## src/rtl/reg_display_scanner_pkg.sv

```systemverilog
// Shared definitions for the register-file display scanner.
package reg_display_scanner_pkg;

    typedef enum logic [1:0] {
        ST_IDLE = 2'd0,
        ST_READ = 2'd1,
        ST_CAPT = 2'd2,
        ST_SHOW = 2'd3
    } state_t;

    localparam logic [1:0] PAGE_MSB = 2'd3;

endpackage

```

## src/rtl/reg_display_scanner_dwell_timer.sv

```systemverilog
// Free-running dwell counter with synchronous clear and a terminal-count flag.
module dwell_timer #(
    parameter int unsigned DWELL_CYCLES = 50_000_000
) (
    input  logic clk,
    input  logic rst,
    input  logic clr,
    input  logic en,
    output logic tc
);

    // Keep at least one bit so DWELL_CYCLES=1 still yields a legal counter.
    localparam int unsigned W = (DWELL_CYCLES > 1) ? $clog2(DWELL_CYCLES) : 1;
    localparam logic [W-1:0] LAST = W'(DWELL_CYCLES - 1);

    logic [W-1:0] count;

    always_ff @(posedge clk or negedge rst) begin
        if (!rst) begin
            count <= '0;
        end else if (clr) begin
            count <= '0;
        end else if (en) begin
            count <= count + 1'b1;
        end
    end

    assign tc = (count == LAST);

endmodule

```

## src/rtl/reg_display_scanner.sv

```systemverilog
// Walks the register file through a debug read port and pages each 32-bit
// value, most significant byte first, onto a two-digit hex display.
module reg_display_scanner
    import reg_display_scanner_pkg::*;
#(
    parameter int unsigned DWELL_CYCLES = 50_000_000,
    parameter int unsigned NUM_REGS     = 32,
    parameter int unsigned ADDR_W       = 5
) (
    input  logic              clk,
    input  logic              rst,
    input  logic              en,
    input  logic              manual,
    input  logic              step,
    output logic              rf_rd_en,
    output logic [ADDR_W-1:0] rf_rd_addr,
    input  logic [31:0]       rf_rd_data,
    output logic              disp_en,
    output logic [7:0]        disp_byte,
    output logic [ADDR_W-1:0] disp_idx,
    output logic [1:0]        disp_page
);

    localparam logic [ADDR_W-1:0] LAST_IDX = ADDR_W'(NUM_REGS - 1);

    state_t            state, state_next;
    logic [ADDR_W-1:0] idx;
    logic [1:0]        page;
    logic [31:0]       value;
    logic              dwell_tc;
    logic              dwell_clr;
    logic              advance;

    // Manual mode pins the dwell count at zero, so a switch back to auto starts a full dwell.
    assign advance   = en && (state == ST_SHOW) && (manual ? step : dwell_tc);
    assign dwell_clr = (state != ST_SHOW) || manual || advance;

    dwell_timer #(
        .DWELL_CYCLES(DWELL_CYCLES)
    ) u_dwell (
        .clk (clk),
        .rst (rst),
        .clr (dwell_clr),
        .en  (1'b1),
        .tc  (dwell_tc)
    );

    always_ff @(posedge clk or negedge rst) begin
        if (!rst) begin
            state <= ST_IDLE;
        end else begin
            state <= state_next;
        end
    end

    always_comb begin
        state_next = state;
        if (!en) begin
            state_next = ST_IDLE;
        end else begin
            unique case (state)
                ST_IDLE: state_next = ST_READ;
                ST_READ: state_next = ST_CAPT;
                ST_CAPT: state_next = ST_SHOW;
                ST_SHOW: if (advance && (page == 2'd0)) state_next = ST_READ;
                default: state_next = ST_IDLE;
            endcase
        end
    end

    always_ff @(posedge clk or negedge rst) begin
        if (!rst) begin
            idx   <= '0;
            page  <= PAGE_MSB;
            value <= '0;
        end else if (en && (state == ST_CAPT)) begin
            value <= rf_rd_data;
            page  <= PAGE_MSB;
        end else if (advance) begin
            if (page != 2'd0) begin
                page <= page - 2'd1;
            end else begin
                idx <= (idx == LAST_IDX) ? '0 : idx + 1'b1;
            end
        end
    end

    always_comb begin
        rf_rd_en   = 1'b0;
        rf_rd_addr = '0;
        disp_en    = 1'b0;
        disp_byte  = '0;
        disp_idx   = '0;
        disp_page  = '0;
        if (state == ST_READ) begin
            rf_rd_en   = 1'b1;
            rf_rd_addr = idx;
        end
        if (state == ST_SHOW) begin
            disp_en   = 1'b1;
            disp_byte = value[{page, 3'b000} +: 8];
            disp_idx  = idx;
            disp_page = page;
        end
    end

endmodule

```

## config.mk

```make
export PLATFORM = sky130hd
export DESIGN_NAME = reg_display_scanner
export DESIGN_NICKNAME = d
export VERILOG_FILES = /design/src/rtl/reg_display_scanner_pkg.sv /design/src/rtl/reg_display_scanner_dwell_timer.sv /design/src/rtl/reg_display_scanner.sv
export SDC_FILE = /design/constraint.sdc
export NUM_CORES = 1
export LEC_CHECK = 0
export CAP_MARGIN = 20
export CORE_MARGIN = 4
export CORE_UTILIZATION = 48
export DETAILED_ROUTE_END_ITERATION = 6
export PLACE_DENSITY = 0.76
export SYNTH_ARGS = -nofsm -noshare
export SYNTH_HDL_FRONTEND = slang
export SYNTH_SLANG_ARGS = --single-unit
export TNS_END_PERCENT = 10
```

## constraint.sdc

```tcl
create_clock -name clk -period 2 [get_ports clk]
set_input_delay 0.3 -clock clk [delete_from_list [all_inputs] [get_ports clk]]
set_output_delay 0.3 -clock clk [all_outputs]
set_load 0.02 [all_outputs]
```

-- Word level (Yosys, flattened, before mapping)
Cells that the tools add are included.
- register bits: 67
- input port bits: 37
- output and inout bits: 22
- word-level logic and storage cells: 46
- add/sub/neg operators: 3
- equality and inequality tests: 7
- shift operators: 1
- muxes and demuxes: 15
- bitwise gates (word level): 2
- reduce and logical (&&, ||, !) cells: 13
- operators with widths (cell ; number):
    indexed part select 32 x 6 -> 8 bit ; 1
    adder 26 x 1 -> 26 bit (second input constant) ; 1
    == test 26 bit (second input constant) ; 1
    2-to-1 mux 26 bit ; 1
    2-to-1 mux 5 bit ; 3
    2-to-1 mux 2 bit ; 6
    2-to-1 mux 8 bit ; 1
    one-hot mux 2 bit (4 select lines) ; 1
    nonzero test 2 bit ; 3
    adder 5 x 1 -> 5 bit (second input constant) ; 1
    == test 5 bit (second input constant) ; 1
    == test 2 bit (second input constant) ; 2
    logical AND 1 bit ; 4
    zero test 2 bit ; 2
    2-to-1 mux 1 bit ; 3
    inequality test 3 x 2 -> 1 bit (second input constant) ; 1
    AND reduction 3 bit ; 1
    == test 2 x 1 -> 1 bit (second input constant) ; 1
    logical OR 1 bit ; 2
    inequality test 2 bit (second input constant) ; 1
    inverter 1 bit ; 2
    AND reduction 2 bit ; 1
    subtractor 2 x 1 -> 2 bit (second input constant) ; 1

-- Longest topological paths before layout
- depth after elaboration: 7
- depth in mapped cells: 9
- gate-level depth less buffers: 6

-- Cells and area by module
A second synthesis with hierarchy kept.
- cells, all modules: 304
- area, all modules: 3510.9 um2
- by module, submodules not included (module ; times used ; cells each ; area an instance (um2) ; sequential area each (um2)):
    reg_display_scanner ; 1 ; 153 ; 2072.0 ; 1028.5
    dwell_timer ; 1 ; 151 ; 1438.9 ; 650.6

-- Worst setup path before layout
OpenSTA, ideal clock, no wires.
- path type: flip-flop to flip-flop
- start: register u_dwell.count[0]
- end: register idx[0]
- library setup time: 127 ps
- data arrival time: 1903 ps
- data required time: 1873 ps
- setup slack: -31 ps
- stages on the path, launching flop included: 9
- buffers on the path: 2
- period minus slack after synthesis: 2031 ps
- path through: dfrtp_1 -> ha_1 -> and3_1 -> buf_2 -> nand3_4 -> o31ai_4 -> and2_1 -> buf_4 -> mux2_1
- word-level cells in the longest chain between the ends: 4
- RTL lines (item ; line ; RTL):
    start, declared ; reg_display_scanner_dwell_timer.sv:16 ; logic [W-1:0] count;
    start signal, assigned ; reg_display_scanner_dwell_timer.sv:24 ; count <= count + 1'b1;
    == test 26 bit ; reg_display_scanner_dwell_timer.sv:28 ; assign tc = (count == LAST);
    2-to-1 mux 1 bit ; reg_display_scanner.sv:35 ; assign advance = en && (state == ST_SHOW) && (manual ? step : dwell_tc);
    logical AND 1 bit ; reg_display_scanner.sv:35 ;
    AND reduction 3 bit (no line) ; -- ;
    end signal, assigned ; reg_display_scanner.sv:83 ; idx <= (idx == LAST_IDX) ? '0 : idx + 1'b1;
    end, declared ; reg_display_scanner.sv:27 ; logic [ADDR_W-1:0] idx;
No other way between the ends.
A chain may end at the register's enable or synchronous reset.

-- Worst setup path in the final report
- start: register page[0]
- end: output port disp_byte[2]
- word-level cells in the longest chain between the ends: 2
- RTL lines (item ; line ; RTL):
    start, declared ; reg_display_scanner.sv:28 ; logic [1:0] page;
    start signal, assigned ; reg_display_scanner.sv:81 ; page <= page - 2'd1;
    indexed part select 32 x 6 -> 8 bit ; reg_display_scanner.sv:101 ; disp_byte = value[{page, 3'b000} +: 8];
    2-to-1 mux 8 bit ; reg_display_scanner.sv:99 ; if (state == ST_SHOW) begin
    end, declared ; reg_display_scanner.sv:19 ; output logic [7:0] disp_byte,
No other way between the ends.

==> out/metrics.yaml <==
vdd_drop_max_v: 0.000588
synth_area_leaders: "dfrtp_1, mux2_2, mux4_2"
layout_commonest_cell: "dfrtp_1"
portBuffers: 58
synthesis.nets: 334
ant_nets: 0
dieArea_sq_mm: 0.00850
tightest_slew_ns: 0.550
leakage_uw: 0.00196
crit_arrival_ns: 1.83
critPathLaunchType: "register"
cp_top_family: "flip-flops"
die_h_um: 92.2
clock_sinks: 67
grt_pass1_vias: 2512
maxCapViolations: 0
fin_crit_sh: 1.07
syn2layout_area_growth_pct: 32.1
wl_mm: 7.07
synth-seq-cells: 67
grt_start_max_net_pins: 35
antennaDiodeCount: 0
rsz0062_at_grt: "yes"
violations: "setup timing"
cts_root_buf: "clkbuf_8"
finalMaxSlewViolations: 0
synth_cell_types: 43
drc: 0
yosys.area.top_type_share: 0.478
ys_seq_area_frac: 0.494
critical_path_class: "reg -> out"
status: "complete, but fails checks"
layout-drive-gt1-share: 0.311
utilization: 0.658
vias: 2392
power_density_mw_per_mm2: 954
cts_made_buffers: 9
critPathBufInv: 2
hold_viol: 0
dieWidth_um: 92.2
clock_latency_ns: 0.34
dp_slack_ns: -0.203
cts_htree_levels: 3
ys.flop_type: "dfrtp_1"
synthArstFlopShare: 1.00
fin_ws_ns: -0.131
yosysTopAreaCell: "dfrtp_1"
dpl_cell_area_sq_mm: 0.00426
ys_warn_count: 0
path_cells: "buf_6, mux4_2, and2_1, buf_2"
cts_buffer_depth: 2
cp-end-kind: "output port"
synth_cells: 290
num_rows: 30
cp_data_required_time_ns: 1.70
max_stage_delay_ns: 0.57
avgSynthCellArea_sq_um: 11.7
fin_crit_ns: 2.13
wl_per_cell_um: 14.9
antenna_found_initial: 0
place.gp.congestion: 0.862
hp-class: "reg -> reg"
overflow: 0
synth_area_sq_mm: 0.00340
fin_skew_ns: 0.0118
grt_first_pass_wirelength_mm: 12.0
total_power_uw: 4290
cts_tree: "built"
drt-vias-per-instance: 5.04
cp_slowest_cell: "dfstp_2"
slew_headroom: 0.633
final_cell_mix: "dfrtp_1, clkdlybuf4s50_1, nor2_1"
fin_nets: 418
ios: 59
crit_fanout: 4
fmax_mhz: 469
drt_first_pass_iters: 4
grt_use_total: 0.178
setup_tns_ns: -0.966
hpwl_mm: 5.37
synth-edff-count: 0
first_iter_violations: 81
initial_core_util: 0.498
clk_pin_slew_ns: 0.08
finish.instance_area_sq_mm: 0.00449
finalSetupViolations: 8
core_sq_mm: 0.00683
[where the power goes]
| group | leakage (uW) | internal [uW] | switching [uW] |
|---|---|---|---|
| clock | 0.0000987 | 609 | 519 |
| sequential | 0.000857 | 1730 | 214 |
| combinational | 0.00101 | 790 | 431 |
[state kept, by name, summed over array words and instances, names as in the netlist]
name           cells
state              2
page               2
u_dwell.count     26
value             32
idx                5
[per-stage QoR]
step           cells  hold slack, ns
2_1_floorplan    290         0.00441
3_3_place_gp     457           0.319
3_5_place_dp     457           0.316
4_1_cts          474           0.483
5_1_grt          475           0.511
6_report         475           0.483
[worst paths after layout]
kind	start	end	slack [ns]	cells after the start
worst max register to register	page[0]	idx[2]	0.07	8
max in group asynchronous	rst	u_dwell.count[6]	0.90	3
min in group asynchronous	rst	value[10]	0.50	2
worst min register to register	u_dwell.count[0]	u_dwell.count[0]	0.48	1
worst max-delay path	page[0]	disp_byte[2]	-0.13	4
worst min-delay path	u_dwell.count[0]	u_dwell.count[0]	0.48	1
[kinds of logic (layout without fill, tap and decap cells)]
logic type	Yosys count	count (layout)	synth area share
mux	45	45	0.175
compound gates	10	10	0.0232
xor+xnor	24	24	0.0618
fa+ha+maj	7	7	0.0257
simple gates	114	114	0.190
flops	67	67	0.494
buf+inv	23	112	0.0309
[repair_timing]
item | CTS | global route
resized for setup | 51 | 21
hold endpoints to repair | 20 | 0
hold buffers | 1 | 0
buffers inserted | 0 | 1
endpoints found under the setup margin | 22 | 14
pin swaps | 1 | 4
[Yosys cell counts (all sizes together) (3+ instances only)]
master,n
mux4,8
xor2,6
nand4,4
dfrtp,65
mux2,35
and3,5
and2,18
xnor2,18
nand2,12
nor4,6
inv,10
clkbuf,5
ha,7
nand2b,3
nand3,14
buf,8
nor3,7
a21oi,3
nor2,36
[metal layers]
layer / vias to the layer above / global-route usage / part of all wire
li1: 1163 / - / -
met1: 1187 / 0.221 / 0.43
met2: 34 / 0.307 / 0.53
met3: 8 / 0.0336 / 0.026
met4: 0 / 0.0668 / 0.014
met5: - / 0 / 0
[area by class of cell]
| cell class | instances | area (sq um) |
|---|---|---|
| Multi-Input combinational cell | 200 | 1640 |
| Sequential cell | 67 | 1680 |
| Fill cell | 564 | 2340 |
| Inverter | 10 | 37.5 |
| Clock inverter | 6 | 63.8 |
| Tap cell | 96 | 120 |
| Clock buffer | 10 | 138 |
| Timing Repair Buffer | 86 | 815 |
Note: power is estimated with default switching activity, not from simulation.
